`src/rtl/write_reg_bank_if.sv`:
```
// Glyph request channel between the register-bank text renderer and the glyph writer.
// Latency: none, plain wires; the master holds a request until the slave pulses ack.
// Backpressure: the slave stalls the master by withholding glyph_ack.
// Ports: glyph_req/code/x/y driven by master, glyph_ack driven by slave.
interface write_reg_bank_if;
    logic       glyph_req;
    logic [5:0] glyph_code;
    logic [9:0] glyph_x;
    logic [8:0] glyph_y;
    logic       glyph_ack;

    modport master (
        output glyph_req,
        output glyph_code,
        output glyph_x,
        output glyph_y,
        input  glyph_ack
    );

    modport slave (
        input  glyph_req,
        input  glyph_code,
        input  glyph_x,
        input  glyph_y,
        output glyph_ack
    );
endinterface

```
`src/rtl/write_reg_bank.sv`:
```
// Renders NUM_REGS register values as "R<i>:<hex>" text rows through the glyph request channel.
// Latency: start -> LOAD next cycle; REQ-to-REQ 3 cycles at best; an all-skipped pass ends NUM_REGS+2 cycles after start.
// Backpressure: each glyph is held on gif until glyph_ack; start is only sampled in IDLE and never queued.
// Ports: clk, rst (sync, active-high), start, changed_only, regs_flat, base_x, base_y,
//        busy, done, gif (master side of write_reg_bank_if).
module write_reg_bank #(
    parameter int NUM_REGS = 4,
    parameter int DATA_W   = 16,
    parameter int CHAR_W   = 7,
    parameter int ROW_H    = 10
) (
    input  logic                       clk,
    input  logic                       rst,
    input  logic                       start,
    input  logic                       changed_only,
    input  logic [NUM_REGS*DATA_W-1:0] regs_flat,
    input  logic [9:0]                 base_x,
    input  logic [8:0]                 base_y,
    output logic                       busy,
    output logic                       done,
    write_reg_bank_if.master           gif
);

    localparam int CPR = 3 + DATA_W / 4;
    localparam int RW  = $clog2(NUM_REGS + 1);
    localparam int CW  = $clog2(CPR + 1);

    localparam logic [5:0] CODE_R     = 6'd27;
    localparam logic [5:0] CODE_COLON = 6'd36;

    typedef enum logic [2:0] {
        S_IDLE,
        S_LOAD,
        S_SCAN,
        S_REQ,
        S_WAIT,
        S_NEXT,
        S_FIN
    } state_t;

    state_t                     state_q, state_d;
    logic [RW-1:0]              row_q, row_d;
    logic [CW-1:0]              char_q, char_d;
    logic [NUM_REGS*DATA_W-1:0] shadow_q, shadow_d;
    logic [NUM_REGS*DATA_W-1:0] last_q, last_d;
    logic [NUM_REGS-1:0]        valid_q, valid_d;
    logic                       mode_q, mode_d;
    logic [9:0]                 bx_q, bx_d;
    logic [8:0]                 by_q, by_d;

    // row_q reaches NUM_REGS only transiently; clamp so part-selects stay in range.
    logic [RW-1:0]     row_sel;
    logic [DATA_W-1:0] cur_val;
    logic [DATA_W-1:0] last_val;
    logic              skip_row;
    logic              last_row;
    logic              last_char;
    logic [CW-1:0]     nib_idx;
    logic [3:0]        nibble;
    logic [5:0]        code;
    logic              req;

    always_comb begin
        row_sel   = (row_q < RW'(NUM_REGS)) ? row_q : '0;
        cur_val   = shadow_q[row_sel*DATA_W +: DATA_W];
        last_val  = last_q[row_sel*DATA_W +: DATA_W];
        skip_row  = mode_q && valid_q[row_sel] && (cur_val == last_val);
        last_row  = (row_q == RW'(NUM_REGS - 1));
        last_char = (char_q == CW'(CPR - 1));
        // Character 3 maps to the most significant nibble, the last character to nibble 0.
        nib_idx   = CW'(CPR - 1) - char_q;
        nibble    = 4'(cur_val >> {nib_idx, 2'b00});
    end

    always_comb begin
        state_d  = state_q;
        row_d    = row_q;
        char_d   = char_q;
        shadow_d = shadow_q;
        last_d   = last_q;
        valid_d  = valid_q;
        mode_d   = mode_q;
        bx_d     = bx_q;
        by_d     = by_q;

        case (state_q)
            S_IDLE: begin
                if (start) begin
                    state_d = S_LOAD;
                end
            end
            S_LOAD: begin
                shadow_d = regs_flat;
                bx_d     = base_x;
                by_d     = base_y;
                mode_d   = changed_only;
                row_d    = '0;
                state_d  = S_SCAN;
            end
            S_SCAN: begin
                if (row_q >= RW'(NUM_REGS)) begin
                    state_d = S_FIN;
                end else if (skip_row) begin
                    // Skipping the final row jumps straight to FIN so an idle pass
                    // costs exactly one cycle per row.
                    row_d   = row_q + 1'b1;
                    state_d = last_row ? S_FIN : S_SCAN;
                end else begin
                    char_d  = '0;
                    state_d = S_REQ;
                end
            end
            S_REQ: begin
                state_d = S_WAIT;
            end
            S_WAIT: begin
                if (gif.glyph_ack) begin
                    state_d = S_NEXT;
                end
            end
            S_NEXT: begin
                if (last_char) begin
                    // Only a fully drawn row is remembered as drawn.
                    last_d[row_sel*DATA_W +: DATA_W] = cur_val;
                    valid_d[row_sel]                 = 1'b1;
                    row_d                            = row_q + 1'b1;
                    state_d                          = last_row ? S_FIN : S_SCAN;
                end else begin
                    char_d  = char_q + 1'b1;
                    state_d = S_REQ;
                end
            end
            S_FIN: begin
                state_d = S_IDLE;
            end
            default: begin
                state_d = S_IDLE;
            end
        endcase
    end

    always_ff @(posedge clk) begin
        if (rst) begin
            state_q  <= S_IDLE;
            row_q    <= '0;
            char_q   <= '0;
            shadow_q <= '0;
            last_q   <= '0;
            valid_q  <= '0;
            mode_q   <= 1'b0;
            bx_q     <= '0;
            by_q     <= '0;
        end else begin
            state_q  <= state_d;
            row_q    <= row_d;
            char_q   <= char_d;
            shadow_q <= shadow_d;
            last_q   <= last_d;
            valid_q  <= valid_d;
            mode_q   <= mode_d;
            bx_q     <= bx_d;
            by_q     <= by_d;
        end
    end

    always_comb begin
        case (char_q)
            CW'(0):  code = CODE_R;
            CW'(1):  code = 6'(row_sel);
            CW'(2):  code = CODE_COLON;
            default: code = {2'b00, nibble};
        endcase
    end

    // Outputs decode straight from registered state, so they are 0 out of reset
    // and hold steady for the whole WAIT period.
    assign req            = (state_q == S_REQ) || (state_q == S_WAIT);
    assign busy           = (state_q == S_LOAD) || (state_q == S_SCAN) || (state_q == S_REQ) ||
                            (state_q == S_WAIT) || (state_q == S_NEXT);
    assign done           = (state_q == S_FIN);
    assign gif.glyph_req  = req;
    assign gif.glyph_code = req ? code : 6'd0;
    assign gif.glyph_x    = req ? (bx_q + 10'(int'(char_q) * CHAR_W)) : 10'd0;
    assign gif.glyph_y    = req ? (by_q + 9'(int'(row_sel) * ROW_H)) : 9'd0;

endmodule

```
`src/flat_wrapper.sv`:
```
// flat-port wrapper written by rule: the top's interface ports become plain ports
module write_reg_bank_flat 
#(
    parameter int NUM_REGS = 4,
    parameter int DATA_W   = 16,
    parameter int CHAR_W   = 7,
    parameter int ROW_H    = 10
)
  (clk, rst, start, changed_only, regs_flat, base_x, base_y, busy, done, gif_glyph_req, gif_glyph_code, gif_glyph_x, gif_glyph_y, gif_glyph_ack);
  write_reg_bank_if gif_i ();
  input  logic clk;
  input  logic rst;
  input  logic start;
  input  logic changed_only;
  input  logic [NUM_REGS*DATA_W-1:0] regs_flat;
  input  logic [9:0] base_x;
  input  logic [8:0] base_y;
  output logic busy;
  output logic done;
  output wire logic [$bits(gif_i.glyph_req)-1:0] gif_glyph_req;
  output wire logic [$bits(gif_i.glyph_code)-1:0] gif_glyph_code;
  output wire logic [$bits(gif_i.glyph_x)-1:0] gif_glyph_x;
  output wire logic [$bits(gif_i.glyph_y)-1:0] gif_glyph_y;
  input wire logic [$bits(gif_i.glyph_ack)-1:0] gif_glyph_ack;
  assign gif_glyph_req = gif_i.glyph_req;
  assign gif_glyph_code = gif_i.glyph_code;
  assign gif_glyph_x = gif_i.glyph_x;
  assign gif_glyph_y = gif_i.glyph_y;
  assign gif_i.glyph_ack = gif_glyph_ack;
  write_reg_bank #(.NUM_REGS(NUM_REGS), .DATA_W(DATA_W), .CHAR_W(CHAR_W), .ROW_H(ROW_H)) u_core (.clk(clk), .rst(rst), .start(start), .changed_only(changed_only), .regs_flat(regs_flat), .base_x(base_x), .base_y(base_y), .busy(busy), .done(done), .gif(gif_i));
endmodule
```
`config.mk`:
```
export PLATFORM = sky130hd
export DESIGN_NAME = write_reg_bank_flat
export DESIGN_NICKNAME = d
export VERILOG_FILES = /design/src/rtl/write_reg_bank_if.sv /design/src/rtl/write_reg_bank.sv /design/src/flat_wrapper.sv
export SDC_FILE = /design/constraint.sdc
export NUM_CORES = 1
export LEC_CHECK = 0
export CAP_MARGIN = 20
export CORE_ASPECT_RATIO = 0.8
export CORE_MARGIN = 2
export CORE_UTILIZATION = 40
export DETAILED_ROUTE_END_ITERATION = 12
export PLACE_DENSITY_LB_ADDON = 0.1
export SLEW_MARGIN = 15
export SYNTH_ARGS = -nofsm -noshare
export SYNTH_HDL_FRONTEND = slang
export SYNTH_SLANG_ARGS = --single-unit
```
`constraint.sdc`:
```
create_clock -name clk -period 5.5 [get_ports clk]
set_input_delay 1.1 -clock clk [delete_from_list [all_inputs] [get_ports clk]]
set_output_delay 1.1 -clock clk [all_outputs]
set_load 0.01 [all_outputs]
```
==> results.sh <==
export IMPL_cp_slowest_cell="dfxtp_1"
export IMPL_cts_resized=0
export IMPL_grt_pass1_wl_mm=38.2
export IMPL_worstHoldPathCells=2
export IMPL_total_power_w=0.00315
export IMPL_io_pins=116
export IMPL_nNetsFinal=1214
export IMPL_synthArstFlopShare=0
export IMPL_synth_area_leaders="dfxtp_1 (40%), nand2_1 (10%), a21oi_1 (6.4%)"
export IMPL_portBuffers=115
export IMPL_yosys_warnings=0
export IMPL_r2r_cells=8
export IMPL_synth_edff_count=0
export IMPL_syn_avg_cell_area_um2=8.15
export IMPL_dr_pass1_iters=6
export IMPL_max_stage_delay_ns=0.60
export IMPL_worstSetupPathType="reg -> out"
export IMPL_ys_seq_area_frac=0.398
export IMPL_start_util=0.408
export IMPL_critPathMaxFanout=12
export IMPL_die_w_um=163
export IMPL_netlist_area_um2=8100
export IMPL_antenna_found_initial=0
export IMPL_grt_overflow=0
export IMPL_dieArea_um2=21400
export IMPL_synth_most_common_cell="nand2_1"
export IMPL_first_global_vias=6729
export IMPL_wirelength_mm=24.4
export IMPL_vias_per_cell=5.35
export IMPL_cts_tree="built"
export IMPL_dp_hpwl_mm=17.1
export IMPL_endpoint="gif_glyph_x[9]"
export IMPL_synthFlopType="dfxtp_1"
export IMPL_max_slew_margin_rel=0.273
export IMPL_tightest_slew_ns=1.08
export IMPL_peakVddDrop_v=0.000169
export IMPL_setup_viol=0
export IMPL_synth_top_area_share=0.398
export IMPL_yosysTopAreaCell="dfxtp_1"
export IMPL_die_h_um=131
export IMPL_finalClockSkew_ns=0.0100
export IMPL_hp_start="u_core.by_q[0]"
export IMPL_diodes=0
export IMPL_cts_buffer_depth=2
export IMPL_rows=46
export IMPL_root_buffer="clkbuf_16"
export IMPL_postCtsSetupBuffers=0
export IMPL_placed_cell_area_um2=9500
export IMPL_endpoint_kind="output port"
export IMPL_rsz0062_at_grt="no"
export IMPL_leakage_nw=3.70
export IMPL_critPathLaunch="u_core.char_q[2]"
export IMPL_cap_violations=0
export IMPL_clock_sinks=161
export IMPL_postSynthNetCount=1117
export IMPL_maxSlewViolCount=0
export IMPL_path_cells="fa_1 -> ha_1 -> fa_1 -> ha_1 -> inv_1 -> o21ai_0 -> a21oi_1 -> o21ai_0 -> nand4_1 -> mux2i_1 -> clkdlybuf4s50_1"
export IMPL_required_ns=4.40
export IMPL_final_area_um2=10200
export IMPL_drc=0
export IMPL_startpoint_type="flip-flop"
export IMPL_vias=7314
export IMPL_clk_pin_slew_ns=0.07
export IMPL_setup_tns_ns=0
export IMPL_grt_usage=0.231
export IMPL_r2r_end="u_core.last_q[40]"
export IMPL_post_route_period_util=0.932
export IMPL_worst_ep_arrival_time_ns=4.02
export IMPL_nFillCells=1974
export IMPL_synth_seq_cells=161
export IMPL_yosysUniqueCellTypes=59
export IMPL_p_per_area_nw_per_um2=311
export IMPL_syn_to_final_growth_pct=25.4
export IMPL_period_minus_slack_ns=5.12
export IMPL_cts_max_level=4
export IMPL_ant_nets=0
export IMPL_drt_iter0_drc=702
export IMPL_postCtsHoldBufs=0
export IMPL_hold_viol=0
export IMPL_rrSetupSlack_ns=2.37
export IMPL_synth_cells_most_frequent="nand2_1 (217), dfxtp_1 (161), a21oi_1 (103)"
export IMPL_place_congestion=0.913
export IMPL_syn_inst=994
export IMPL_final_layout_size_suffix_gt1_frac=0.0743
export IMPL_outcome="completed"
export IMPL_core_area_um2=19900
export IMPL_detail_route_wl_per_cell_um=17.8
export IMPL_max_freq_mhz=195
export IMPL_clock_latency_ns=0.44
export IMPL_holdCritPathClass="reg -> reg"
export IMPL_grt_max_degree=72
export IMPL_rr_startpoint="u_core.char_q[0]"
export IMPL_cts_buffers=17
export IMPL_holdWs_ns=0.460
logic make-up (layout without fill, tap and decap cells):
family,Yosys count,after routing,share of synthesized area
buf+inv,89,199,0.0459
fa+ha+maj,35,35,0.0587
compound gates,247,247,0.198
xor+xnor,66,66,0.0714
mux,10,10,0.0187
flops,161,161,0.398
simple gates,386,386,0.209
worst max-delay path, delay by kind of cell, from the launching register on:
family / cells / cell delay, ns
AO/OA/AOI/OAI: 3 / 0.60
adder cells (fa/ha/maj): 4 / 1.45
buffers and inverters: 2 / 0.61
flip-flops: 1 / 0.60
multiplexers: 1 / 0.17
AND/OR/NAND/NOR: 1 / 0.16
sequential cells by signal, summed over array words and instances, names as in the netlist:
register / flops
u_core.bx_q: 10
u_core.last_q: 64
u_core.valid_q: 4
u_core.shadow_q: 64
u_core.state_q: 3
u_core.char_q: 3
u_core.mode_q: 1
u_core.by_q: 9
u_core.row_q: 3
how the worst min path moves through the flow:
stage	to	slack, ns
floorplan	u_core.valid_q[0]	0.43
global placement	u_core.by_q[0]	0.44
detailed placement	u_core.by_q[0]	0.45
CTS	u_core.by_q[0]	0.46
global route	u_core.by_q[0]	0.49
finish	u_core.by_q[0]	0.46
report_power, final:
part	switching [W]	internal, W
combinational	0.000303	0.000223
sequential	0.0000863	0.00124
clock	0.000507	0.000800
total	0.000896	0.00226
stage by stage:
stage | std cells | util | setup WS, ns
finish | 1368 | 0.511 | 0.376
global route | 1368 | 0.511 | 0.129
CTS | 1368 | 0.511 | 0.352
detailed placement | 1336 | 0.479 | 0.838
global placement | 1336 | 0.479 | 0.832
floorplan | 994 | - | 1.59
placed cells by master (no fill, tap or decap), types with 3 or more instances in the layout:
master and count:
o31ai_1 3, and2_1 4, buf_4 24, nor3_1 9, inv_1 25, nand4_1 10, a221oi_1 7, clkdlybuf4s50_1 114
or3_1 3, fa_1 5, xnor2_1 50, a22oi_1 64, xor2_1 16, o21ai_0 10, nand3_1 6, nand2_1 217
o2111ai_1 4, nor2_1 86, mux4_2 4, nor2b_1 22, a21oi_1 103, a21o_1 7, clkbuf_8 3, bufinv_16 4
ha_1 30, mux2i_1 5, clkbuf_16 17, nand2b_1 9, a211oi_1 16, nor2_4 3, nor4_1 5, dfxtp_1 160
a31oi_1 16
metal layers:
layer / vias to the layer above / track usage / routed length (um)
li1: 3616 / - / -
met1: 3424 / 0.346 / 11900
met5: - / 0 / 0
met4: 0 / 0.0703 / 459
met3: 37 / 0.0562 / 1930
met2: 237 / 0.326 / 10100
final cells by class:
| type | instances | area [um2] | share of cell area |
|---|---|---|---|
| flip-flops and latches | 161 | 3220 | 0.318 |
| clock inverters | 11 | 175 | 0.0173 |
| multi-input cells | 744 | 4520 | 0.445 |
| repair buffers | 138 | 1320 | 0.130 |
| clock buffers | 21 | 470 | 0.0463 |
| well taps | 264 | 330 | 0.0325 |
| inverters | 29 | 111 | 0.0110 |
No activity file was read; power rests on OpenSTA's default activity.
